===== src/rtl/lsu_axi_gen_if.sv =====
// AXI-lite bus bundle between the load/store unit (master) and the memory system (slave).
// Carries the five channels: read address, read data, write address, write data and response.
interface lsu_axi_gen_if #(
    parameter int unsigned AW = 32,
    parameter int unsigned DW = 32
);
    logic              arvalid;
    logic              arready;
    logic [AW-1:0]     araddr;
    logic [2:0]        arsize;

    logic              rvalid;
    logic              rready;
    logic [DW-1:0]     rdata;
    logic [1:0]        rresp;

    logic              awvalid;
    logic              awready;
    logic [AW-1:0]     awaddr;
    logic [2:0]        awsize;

    logic              wvalid;
    logic              wready;
    logic [DW-1:0]     wdata;
    logic [DW/8-1:0]   wstrb;

    logic              bvalid;
    logic              bready;
    logic [1:0]        bresp;

    modport master (
        output arvalid, araddr, arsize,
        input  arready,
        input  rvalid, rdata, rresp,
        output rready,
        output awvalid, awaddr, awsize,
        input  awready,
        output wvalid, wdata, wstrb,
        input  wready,
        input  bvalid, bresp,
        output bready
    );

    modport slave (
        input  arvalid, araddr, arsize,
        output arready,
        output rvalid, rdata, rresp,
        input  rready,
        input  awvalid, awaddr, awsize,
        output awready,
        input  wvalid, wdata, wstrb,
        output wready,
        output bvalid, bresp,
        input  bready
    );
endinterface


===== src/rtl/lsu_axi_gen.sv =====
// Load/store unit front end: turns one RISC-V load or store into a single AXI-lite transaction.
// Ordinary memory gets full-width lane-aligned beats; the narrow device window gets exact sizes.
module lsu_axi_gen #(
    parameter int unsigned   DW           = 32,
    parameter int unsigned   AW           = 32,
    parameter logic [AW-1:0] NARROW_BASE  = AW'(32'h1000_0000),
    parameter logic [AW-1:0] NARROW_LIMIT = AW'(32'h1000_1000)
) (
    input  logic          clk,
    input  logic          rst,

    input  logic          req_valid,
    output logic          req_ready,
    input  logic          req_we,
    input  logic [2:0]    req_func3,
    input  logic [AW-1:0] req_addr,
    input  logic [DW-1:0] req_wdata,

    output logic          resp_valid,
    output logic [DW-1:0] resp_rdata,
    output logic          resp_err,

    lsu_axi_gen_if.master axi
);

    localparam int unsigned NB = DW / 8;
    localparam int unsigned OW = $clog2(NB);
    localparam int unsigned LW = $clog2(DW);

    typedef enum logic [2:0] {
        StIdle,
        StRaddr,
        StRdata,
        StWrite,
        StWresp,
        StDone
    } state_e;

    state_e state_q, state_d;

    logic [AW-1:0] addr_q;
    logic          we_q;
    logic [2:0]    func3_q;
    logic [DW-1:0] wdata_q;

    logic [DW-1:0] rdata_q, rdata_d;
    logic          err_q, err_d;
    logic          arvalid_q, arvalid_d;
    logic          awvalid_q, awvalid_d;
    logic          wvalid_q, wvalid_d;

    logic          accept;
    logic [3:0]    req_bytes;
    logic          req_mis;

    logic [1:0]    size;
    logic [3:0]    bytes;
    logic [OW-1:0] offset;
    logic          in_win;
    logic [NB-1:0] byte_mask;
    logic [DW-1:0] lane;
    logic [LW-1:0] msb;
    logic          sign;
    logic [DW-1:0] load_ext;

    assign accept = (state_q == StIdle) && req_valid;

    // Alignment is judged on the live request so a bad access never touches the bus.
    always_comb begin
        req_bytes = 4'd1 << req_func3[1:0];
        req_mis   = ((req_addr[2:0] & 3'(req_bytes - 4'd1)) != 3'd0) || (32'(req_bytes) > NB);
    end

    always_comb begin
        size   = func3_q[1:0];
        bytes  = 4'd1 << size;
        offset = addr_q[OW-1:0];
        in_win = (addr_q >= NARROW_BASE) && (addr_q < NARROW_LIMIT);

        byte_mask = '0;
        for (int i = 0; i < int'(NB); i++) begin
            byte_mask[i] = 32'(i) < 32'(bytes);
        end

        lane = in_win ? axi.rdata : (axi.rdata >> {offset, 3'b000});
        if (32'(bytes) * 32'd8 > DW) begin
            msb = LW'(DW - 1);
        end else begin
            msb = LW'(32'(bytes) * 32'd8 - 32'd1);
        end
        sign = ~func3_q[2] & lane[msb];

        load_ext = '0;
        for (int i = 0; i < int'(DW); i++) begin
            load_ext[i] = (32'(i) <= 32'(msb)) ? lane[i] : sign;
        end
    end

    // Address, size, data and strobes depend only on latched request state, so they stay
    // stable for as long as any valid is held.
    always_comb begin
        if (in_win) begin
            axi.araddr = addr_q;
            axi.arsize = {1'b0, size};
            axi.wdata  = wdata_q;
            axi.wstrb  = byte_mask;
        end else begin
            axi.araddr = {addr_q[AW-1:OW], {OW{1'b0}}};
            axi.arsize = 3'(OW);
            axi.wdata  = wdata_q << {offset, 3'b000};
            axi.wstrb  = byte_mask << offset;
        end
        axi.awaddr = axi.araddr;
        axi.awsize = axi.arsize;
    end

    always_comb begin
        state_d   = state_q;
        arvalid_d = arvalid_q;
        awvalid_d = awvalid_q;
        wvalid_d  = wvalid_q;
        rdata_d   = rdata_q;
        err_d     = err_q;

        unique case (state_q)
            StIdle: begin
                if (req_valid) begin
                    rdata_d = '0;
                    if (req_mis) begin
                        err_d   = 1'b1;
                        state_d = StDone;
                    end else if (req_we) begin
                        err_d     = 1'b0;
                        awvalid_d = 1'b1;
                        wvalid_d  = 1'b1;
                        state_d   = StWrite;
                    end else begin
                        err_d     = 1'b0;
                        arvalid_d = 1'b1;
                        state_d   = StRaddr;
                    end
                end
            end
            StRaddr: begin
                if (axi.arready) begin
                    arvalid_d = 1'b0;
                    state_d   = StRdata;
                end
            end
            StRdata: begin
                if (axi.rvalid) begin
                    rdata_d = load_ext;
                    err_d   = axi.rresp != 2'b00;
                    state_d = StDone;
                end
            end
            StWrite: begin
                // AW and W retire independently; move on once neither is outstanding.
                if (axi.awready) awvalid_d = 1'b0;
                if (axi.wready)  wvalid_d  = 1'b0;
                if (!awvalid_d && !wvalid_d) state_d = StWresp;
            end
            StWresp: begin
                if (axi.bvalid) begin
                    err_d   = axi.bresp != 2'b00;
                    state_d = StDone;
                end
            end
            StDone: begin
                state_d = StIdle;
            end
            default: begin
                state_d = StIdle;
            end
        endcase
    end

    always_ff @(posedge clk or posedge rst) begin
        if (rst) begin
            state_q   <= StIdle;
            arvalid_q <= 1'b0;
            awvalid_q <= 1'b0;
            wvalid_q  <= 1'b0;
            rdata_q   <= '0;
            err_q     <= 1'b0;
        end else begin
            state_q   <= state_d;
            arvalid_q <= arvalid_d;
            awvalid_q <= awvalid_d;
            wvalid_q  <= wvalid_d;
            rdata_q   <= rdata_d;
            err_q     <= err_d;
        end
    end

    always_ff @(posedge clk or posedge rst) begin
        if (rst) begin
            addr_q  <= '0;
            we_q    <= 1'b0;
            func3_q <= 3'd0;
            wdata_q <= '0;
        end else if (accept) begin
            addr_q  <= req_addr;
            we_q    <= req_we;
            func3_q <= req_func3;
            wdata_q <= req_wdata;
        end
    end

    // req_ready is masked by rst so that every output reads zero while reset is held.
    assign req_ready  = (state_q == StIdle) && !rst;
    assign resp_valid = state_q == StDone;
    assign resp_rdata = resp_valid ? rdata_q : '0;
    assign resp_err   = resp_valid && err_q;

    assign axi.arvalid = arvalid_q;
    assign axi.awvalid = awvalid_q;
    assign axi.wvalid  = wvalid_q;
    assign axi.rready  = state_q == StRdata;
    assign axi.bready  = state_q == StWresp;

endmodule


===== src/flat_wrapper.sv =====
// flat-port wrapper written by rule: the top's interface ports become plain ports
module lsu_axi_gen_flat 
#(
    parameter int unsigned   DW           = 32,
    parameter int unsigned   AW           = 32,
    parameter logic [AW-1:0] NARROW_BASE  = AW'(32'h1000_0000),
    parameter logic [AW-1:0] NARROW_LIMIT = AW'(32'h1000_1000)
)
  (clk, rst, req_valid, req_ready, req_we, req_func3, req_addr, req_wdata, resp_valid, resp_rdata, resp_err, axi_arvalid, axi_araddr, axi_arsize, axi_arready, axi_rvalid, axi_rdata, axi_rresp, axi_rready, axi_awvalid, axi_awaddr, axi_awsize, axi_awready, axi_wvalid, axi_wdata, axi_wstrb, axi_wready, axi_bvalid, axi_bresp, axi_bready);
  lsu_axi_gen_if #(.AW(AW), .DW(DW)) axi_i ();
  input  logic clk;
  input  logic rst;
  input  logic req_valid;
  output logic req_ready;
  input  logic req_we;
  input  logic [2:0] req_func3;
  input  logic [AW-1:0] req_addr;
  input  logic [DW-1:0] req_wdata;
  output logic resp_valid;
  output logic [DW-1:0] resp_rdata;
  output logic resp_err;
  output wire logic [$bits(axi_i.arvalid)-1:0] axi_arvalid;
  output wire logic [$bits(axi_i.araddr)-1:0] axi_araddr;
  output wire logic [$bits(axi_i.arsize)-1:0] axi_arsize;
  input wire logic [$bits(axi_i.arready)-1:0] axi_arready;
  input wire logic [$bits(axi_i.rvalid)-1:0] axi_rvalid;
  input wire logic [$bits(axi_i.rdata)-1:0] axi_rdata;
  input wire logic [$bits(axi_i.rresp)-1:0] axi_rresp;
  output wire logic [$bits(axi_i.rready)-1:0] axi_rready;
  output wire logic [$bits(axi_i.awvalid)-1:0] axi_awvalid;
  output wire logic [$bits(axi_i.awaddr)-1:0] axi_awaddr;
  output wire logic [$bits(axi_i.awsize)-1:0] axi_awsize;
  input wire logic [$bits(axi_i.awready)-1:0] axi_awready;
  output wire logic [$bits(axi_i.wvalid)-1:0] axi_wvalid;
  output wire logic [$bits(axi_i.wdata)-1:0] axi_wdata;
  output wire logic [$bits(axi_i.wstrb)-1:0] axi_wstrb;
  input wire logic [$bits(axi_i.wready)-1:0] axi_wready;
  input wire logic [$bits(axi_i.bvalid)-1:0] axi_bvalid;
  input wire logic [$bits(axi_i.bresp)-1:0] axi_bresp;
  output wire logic [$bits(axi_i.bready)-1:0] axi_bready;
  assign axi_arvalid = axi_i.arvalid;
  assign axi_araddr = axi_i.araddr;
  assign axi_arsize = axi_i.arsize;
  assign axi_i.arready = axi_arready;
  assign axi_i.rvalid = axi_rvalid;
  assign axi_i.rdata = axi_rdata;
  assign axi_i.rresp = axi_rresp;
  assign axi_rready = axi_i.rready;
  assign axi_awvalid = axi_i.awvalid;
  assign axi_awaddr = axi_i.awaddr;
  assign axi_awsize = axi_i.awsize;
  assign axi_i.awready = axi_awready;
  assign axi_wvalid = axi_i.wvalid;
  assign axi_wdata = axi_i.wdata;
  assign axi_wstrb = axi_i.wstrb;
  assign axi_i.wready = axi_wready;
  assign axi_i.bvalid = axi_bvalid;
  assign axi_i.bresp = axi_bresp;
  assign axi_bready = axi_i.bready;
  lsu_axi_gen #(.DW(DW), .AW(AW), .NARROW_BASE(NARROW_BASE), .NARROW_LIMIT(NARROW_LIMIT)) u_core (.clk(clk), .rst(rst), .req_valid(req_valid), .req_ready(req_ready), .req_we(req_we), .req_func3(req_func3), .req_addr(req_addr), .req_wdata(req_wdata), .resp_valid(resp_valid), .resp_rdata(resp_rdata), .resp_err(resp_err), .axi(axi_i));
endmodule

===== config.mk =====
export PLATFORM = sky130hd
export DESIGN_NAME = lsu_axi_gen_flat
export DESIGN_NICKNAME = d
export VERILOG_FILES = /design/src/rtl/lsu_axi_gen_if.sv /design/src/rtl/lsu_axi_gen.sv /design/src/flat_wrapper.sv
export SDC_FILE = /design/constraint.sdc
export NUM_CORES = 1
export LEC_CHECK = 0
export CAP_MARGIN = 20
export CORE_ASPECT_RATIO = 2
export CORE_MARGIN = 5
export CORE_UTILIZATION = 48
export DETAILED_ROUTE_END_ITERATION = 16
export PLACE_DENSITY = 0.95
export SYNTH_ARGS = -nofsm -noshare
export SYNTH_HDL_FRONTEND = slang
export SYNTH_SLANG_ARGS = --single-unit

===== constraint.sdc =====
create_clock -name clk -period 10.9 [get_ports clk]
set_input_delay 2.18 -clock clk [delete_from_list [all_inputs] [get_ports clk]]
set_output_delay 2.18 -clock clk [all_outputs]
set_load 0.02 [all_outputs]

* Word-level counts from Yosys, hierarchy flattened *
Index checks and enable logic that the tools add are counted.

cells by class
  eq/ne operators = 13
  $add $sub $neg = 2
  reduce and logical (&&, ||, !) cells = 22
  order comparisons = 40
  bitwise operators = 3
  mux-type cells = 70
  shift operators = 5

operators by type and width
  cell                                                                             count
  32-bit 2-to-1 mux                                                                5
  5-bit <= comparator, first input constant                                        16
  32-bit case mux with 2 select lines                                              1
  1-bit 2-to-1 mux                                                                 47
  4-bit by 5-bit <= comparator with 1-bit output, first input constant             8
  32-bit by 29-bit >= comparator with 1-bit output, second input constant          1
  32-bit by 29-bit < comparator with 1-bit output, second input constant           1
  32-bit by 5-bit << shifter with 32-bit output                                    1
  32-bit by 5-bit >> shifter with 32-bit output                                    1
  3-bit by 5-bit <= comparator with 1-bit output, first input constant             4
  3-bit 2-to-1 mux                                                                 6
  3-bit case mux with 5 select lines                                               1
  2-bit != test, second input constant                                             7
  2-bit by 5-bit <= comparator with 1-bit output, first input constant             2
  5-bit AND reduction                                                              2
  2-bit nonzero test                                                               5
  1-bit by 4-bit < comparator with 1-bit output, first input constant              2
  2-bit by 4-bit < comparator with 1-bit output, first input constant              2
  4-bit AND reduction                                                              2
  1-bit by 2-bit << shifter with 4-bit output, first input constant                2
  7-bit by 6-bit greater-than comparator with 1-bit output, second input constant  1
  3-bit by 2-bit == test with 1-bit output, second input constant                  2
  3-bit == test, second input constant                                             2
  5-bit by 6-bit < comparator with 1-bit output, second input constant             1
  22 further kinds                                                                 33

word-level totals
  bits in registers = 106
  bits of input ports = 112
  word-level logic and storage cells = 164
  output and inout bits = 146

* Longest topological paths before layout *
  depth in word-level cells = 9
  mapped depth = 8
  gate-level depth less buffers = 7

* Least setup slack after synthesis *
No wires, ideal clock.

  kind = input port to output port
  from = in rst
  to = out req_ready
  path buffers = 0
  data arrival time = 2.807 ns
  required time = 8.720 ns
  slack = 5.913 ns
  stages = 1
  cells stage by stage = nor4_1

on the way
  word-level cells in the longest chain between the ends = 2

ends and longest elaborated chain
  what                              line                text
  from (decl)                       flat_wrapper.sv:12  input logic rst;
  1-bit zero test (no source line)  --
  1-bit logical AND                 lsu_axi_gen.sv:211  assign req_ready = (state_q == StIdle) && !rst;
  to (decl)                         flat_wrapper.sv:14  output logic req_ready;

No other way between the ends.

* Worst setup path after layout *
  from = reg u_core.addr_q[16]
  to = out axi_wdata[18]

on the way
  word-level cells in the longest chain between the ends = 3
  elaborated cells between the ends (all ways) = 4
  classes of those cells = 2 x order compare; 1 x mux; 1 x reduce/logical

ends and longest elaborated chain
  what                                                                                                                        line                text
  from (decl)                                                                                                                 lsu_axi_gen.sv:41   logic [AW-1:0] addr_q;
  from (signal assigned)                                                                                                      lsu_axi_gen.sv:203  addr_q <= req_addr;
  32-bit by 29-bit >= comparator with 1-bit output / 32-bit by 29-bit < comparator with 1-bit output (equally long branches)  lsu_axi_gen.sv:78   in_win = (addr_q >= NARROW_BASE) && (addr_q < NARROW_LIMIT);
  1-bit logical AND *                                                                                                         lsu_axi_gen.sv:78
  32-bit 2-to-1 mux *                                                                                                         lsu_axi_gen.sv:102  if (in_win) begin
  to (decl)                                                                                                                   flat_wrapper.sv:35  output wire logic [$bits(axi_i.wdata)-1:0] axi_wdata;

Every way passes the cells marked *; elsewhere a longest branch is shown, timed or not.

==> impl_metrics.json <==
{
  "finalMaxSlewViolations": 0,
  "fp.dieH_um": 174,
  "cts.clk_slew.worst_paths_ns": 0.08,
  "period_minus_slack_ns": 6.03,
  "via_count": 5665,
  "relSlewSlack_pct": 31.0,
  "slowest_stage": "clkdlybuf4s50_1",
  "tritoncts": "built",
  "fp.dieW_um": 91.8,
  "required_ns": 8.72,
  "post_cts_buffers": 0,
  "period_share_pct": 55.4,
  "rsz0062_at_grt": "false",
  "setup_viol": 0,
  "area_delta_synth_final_pct": 37.7,
  "num_io_pins": 258,
  "grt.total_usage_pct": 26.2,
  "yosysSeqAreaShare_pct": 41.3,
  "clock.fmax_ghz": 0.166,
  "post-route-util_pct": 67.7,
  "slowest_delay_ns": 0.66,
  "synth-edff-count": 0,
  "worst_slew_pin_slew_ns": 1.03,
  "leakagePower_nw": 3.61,
  "fill_cells": 1006,
  "final_cells": 993,
  "synth_top_area_share_pct": 41.3,
  "syn_area_um2": 6420,
  "synth_cell_type_count": 58,
  "numCtsBuffers": 9,
  "syn-instance-count": 666,
  "synthFlopType": "dfrtp_1",
  "yosysTopAreaCell": "dfrtp_1",
  "setup_slack_ns": 4.87,
  "maxCapViolations": 0,
  "drt_pass1_iterations": 5,
  "start_util_pct": 49.1,
  "power_mw": 2.75,
  "postRouteWirelength_mm": 20.9,
  "crit_buf_inv": 3,
  "diodes": 0,
  "drive_gt1_share_pct": 14.1,
  "dieArea_um2": 15900,
  "worstPathArrival_ns": 3.85,
  "worst_clock_skew_ns": 0.0139,
  "grt_pass1_wl_mm": 33.1,
  "cts_resized": 0,
  "clock-sinks": 106,
  "grt_pass1_vias": 5836,
  "crit_type": "reg2out",
  "cp_common_cell": "nand2_1",
  "hpwl_mm": 15.4,
  "ys_ff_latch": 106,
  "ys_top_cells_by_count": "106 x dfrtp_1, 83 x nand2_1, 66 x buf_4, 66 x mux2_2, 44 x o21ai_0",
  "crit_family": "buffers and inverters",
  "syn_area_per_cell_um2": 9.64,
  "cp-end-kind": "output pin",
  "p_per_area_nw_per_um2": 310,
  "ant_nets": 0,
  "synth_area_leaders": "dfrtp_1 41%, mux2_2 12%, buf_4 7.7%, nand2_1 4.9%, and2_1 4.0%",
  "portBuffers": 255,
  "insertion_delay_ns": 0.35,
  "hold_buffers": 0,
  "synth.most_common_cell": "dfrtp_1",
  "routedWlPerCell_um": 21.0,
  "num_rows": 59,
  "grt_max_degree": 77,
  "cts_max_level": 3,
  "holdWs_ns": 0.474,
  "path_cells": "nor4_1, nand2_1, nor2_4, buf_4, nor2_1, inv_2, nand2_1, o21ai_0, clkdlybuf4s50_1",
  "final_area_um2": 8840,
  "status": "finished, final reports clean",
  "drc": 0,
  "ir_drop_mv": 0.229,
  "start_kind": "register",
  "drt-initial-drc-count": 327,
  "gp_congestion": 0.884,
  "finalSetupTns_ns": 0,
  "hp-class": "reg2reg",
  "report.final.hold_viol_count": 0,
  "placed_cell_area_um2": 8500,
  "yosys_warnings": 0,
  "async_flop_share_pct": 100,
  "clockBufferDepth": 2,
  "globalRouteOverflowTotal": 0,
  "core_um2": 13100,
  "place_ws_ns": 5.24,
  "cts-root-buf": "clkbuf_16",
  "vias_per_cell": 5.70,
  "fin_nets": 949,
  "dp.cells": 976,
  "antenna_found_initial": 0,
  "cp_max_fo": 49
}
-- cells by family after synthesis --
logic type             count (synthesis)  synth area share (%)
AO/OA/AOI/OAI                        158                  16.8
buffers and inverters                123                  12.7
multiplexers                          79                  13.6
other                                  1                0.0584
flip-flops                           106                  41.3
AND/OR/NAND/NOR                      199                  15.5
-- routing by layer --
layer / track usage [%] / up-vias / routed length [µm]
met4: 12.0 / 0 / 877
li1: - / 2600 / -
met3: 5.26 / 57 / 1260
met2: 46.7 / 260 / 11200
met5: 0 / - / 0
met1: 29.8 / 2748 / 7530
-- registers in the layout, indices dropped and copies added (netlist names) --
signal              count
u_core.addr_q          32
u_core.rdata_q         32
u_core.wdata_q         32
u_core.func3_q          3
u_core.state_q          3
u_core.axi.arvalid      1
u_core.axi.awvalid      1
u_core.axi.wvalid       1
u_core.err_q            1
-- report_power, final --
group	total [mW]	switching, mW	internal [mW]	leakage, nW
registers	0.760	0.187	0.573	1.31
logic	1.65	0.873	0.774	2.15
clock network	0.338	0.157	0.181	0.144
total	2.75	1.22	1.53	3.61
-- placed cells by master (no fill, tap or decap), types with 13 or more instances in the layout --
cell	instances
o31ai_1	13
a21oi_1	23
mux2_2	66
clkdlybuf4s50_1	255
dfrtp_1	106
mux2i_1	13
nor2_1	35
and2_1	41
nand2_1	83
a22oi_1	14
o21ai_0	44
inv_1	13
-- final timing paths --
kind,from,end,slack (ns),cells after the start
worst min register to register,u_core.rdata_q[29],u_core.rdata_q[29],0.47,2
worst max-delay path,u_core.addr_q[16],axi_wdata[18],4.87,9
worst min-delay path,u_core.rdata_q[29],u_core.rdata_q[29],0.47,2
min in group asynchronous,rst,u_core.addr_q[4],2.22,2
max in group asynchronous,rst,u_core.state_q[2],7.72,4
worst max register to register,u_core.addr_q[28],u_core.rdata_q[11],7.70,8
-- worst register-to-register path, stage by stage, from the launching register on --
cell and delay [ns]:
dfrtp_1 0.41, nor4b_4 0.15, nand3_1 0.19, nor2_4 0.05, buf_4 0.27, nor2_1 0.86, inv_2 0.55, a221oi_1 0.42
o21ai_0 0.14
-- area by class of cell --
| type | count | area [µm²] | area share (%) |
|---|---|---|---|
| flip-flops and latches | 106 | 2650 | 30.0 |
| well taps | 152 | 190 | 2.15 |
| clock inverters | 6 | 75.1 | 0.849 |
| clock buffers | 9 | 225 | 2.55 |
| repair buffers | 266 | 2670 | 30.2 |
| inverters | 16 | 62.6 | 0.707 |
| multi-input cells | 438 | 2970 | 33.6 |
(Power assumes the default switching activity.)
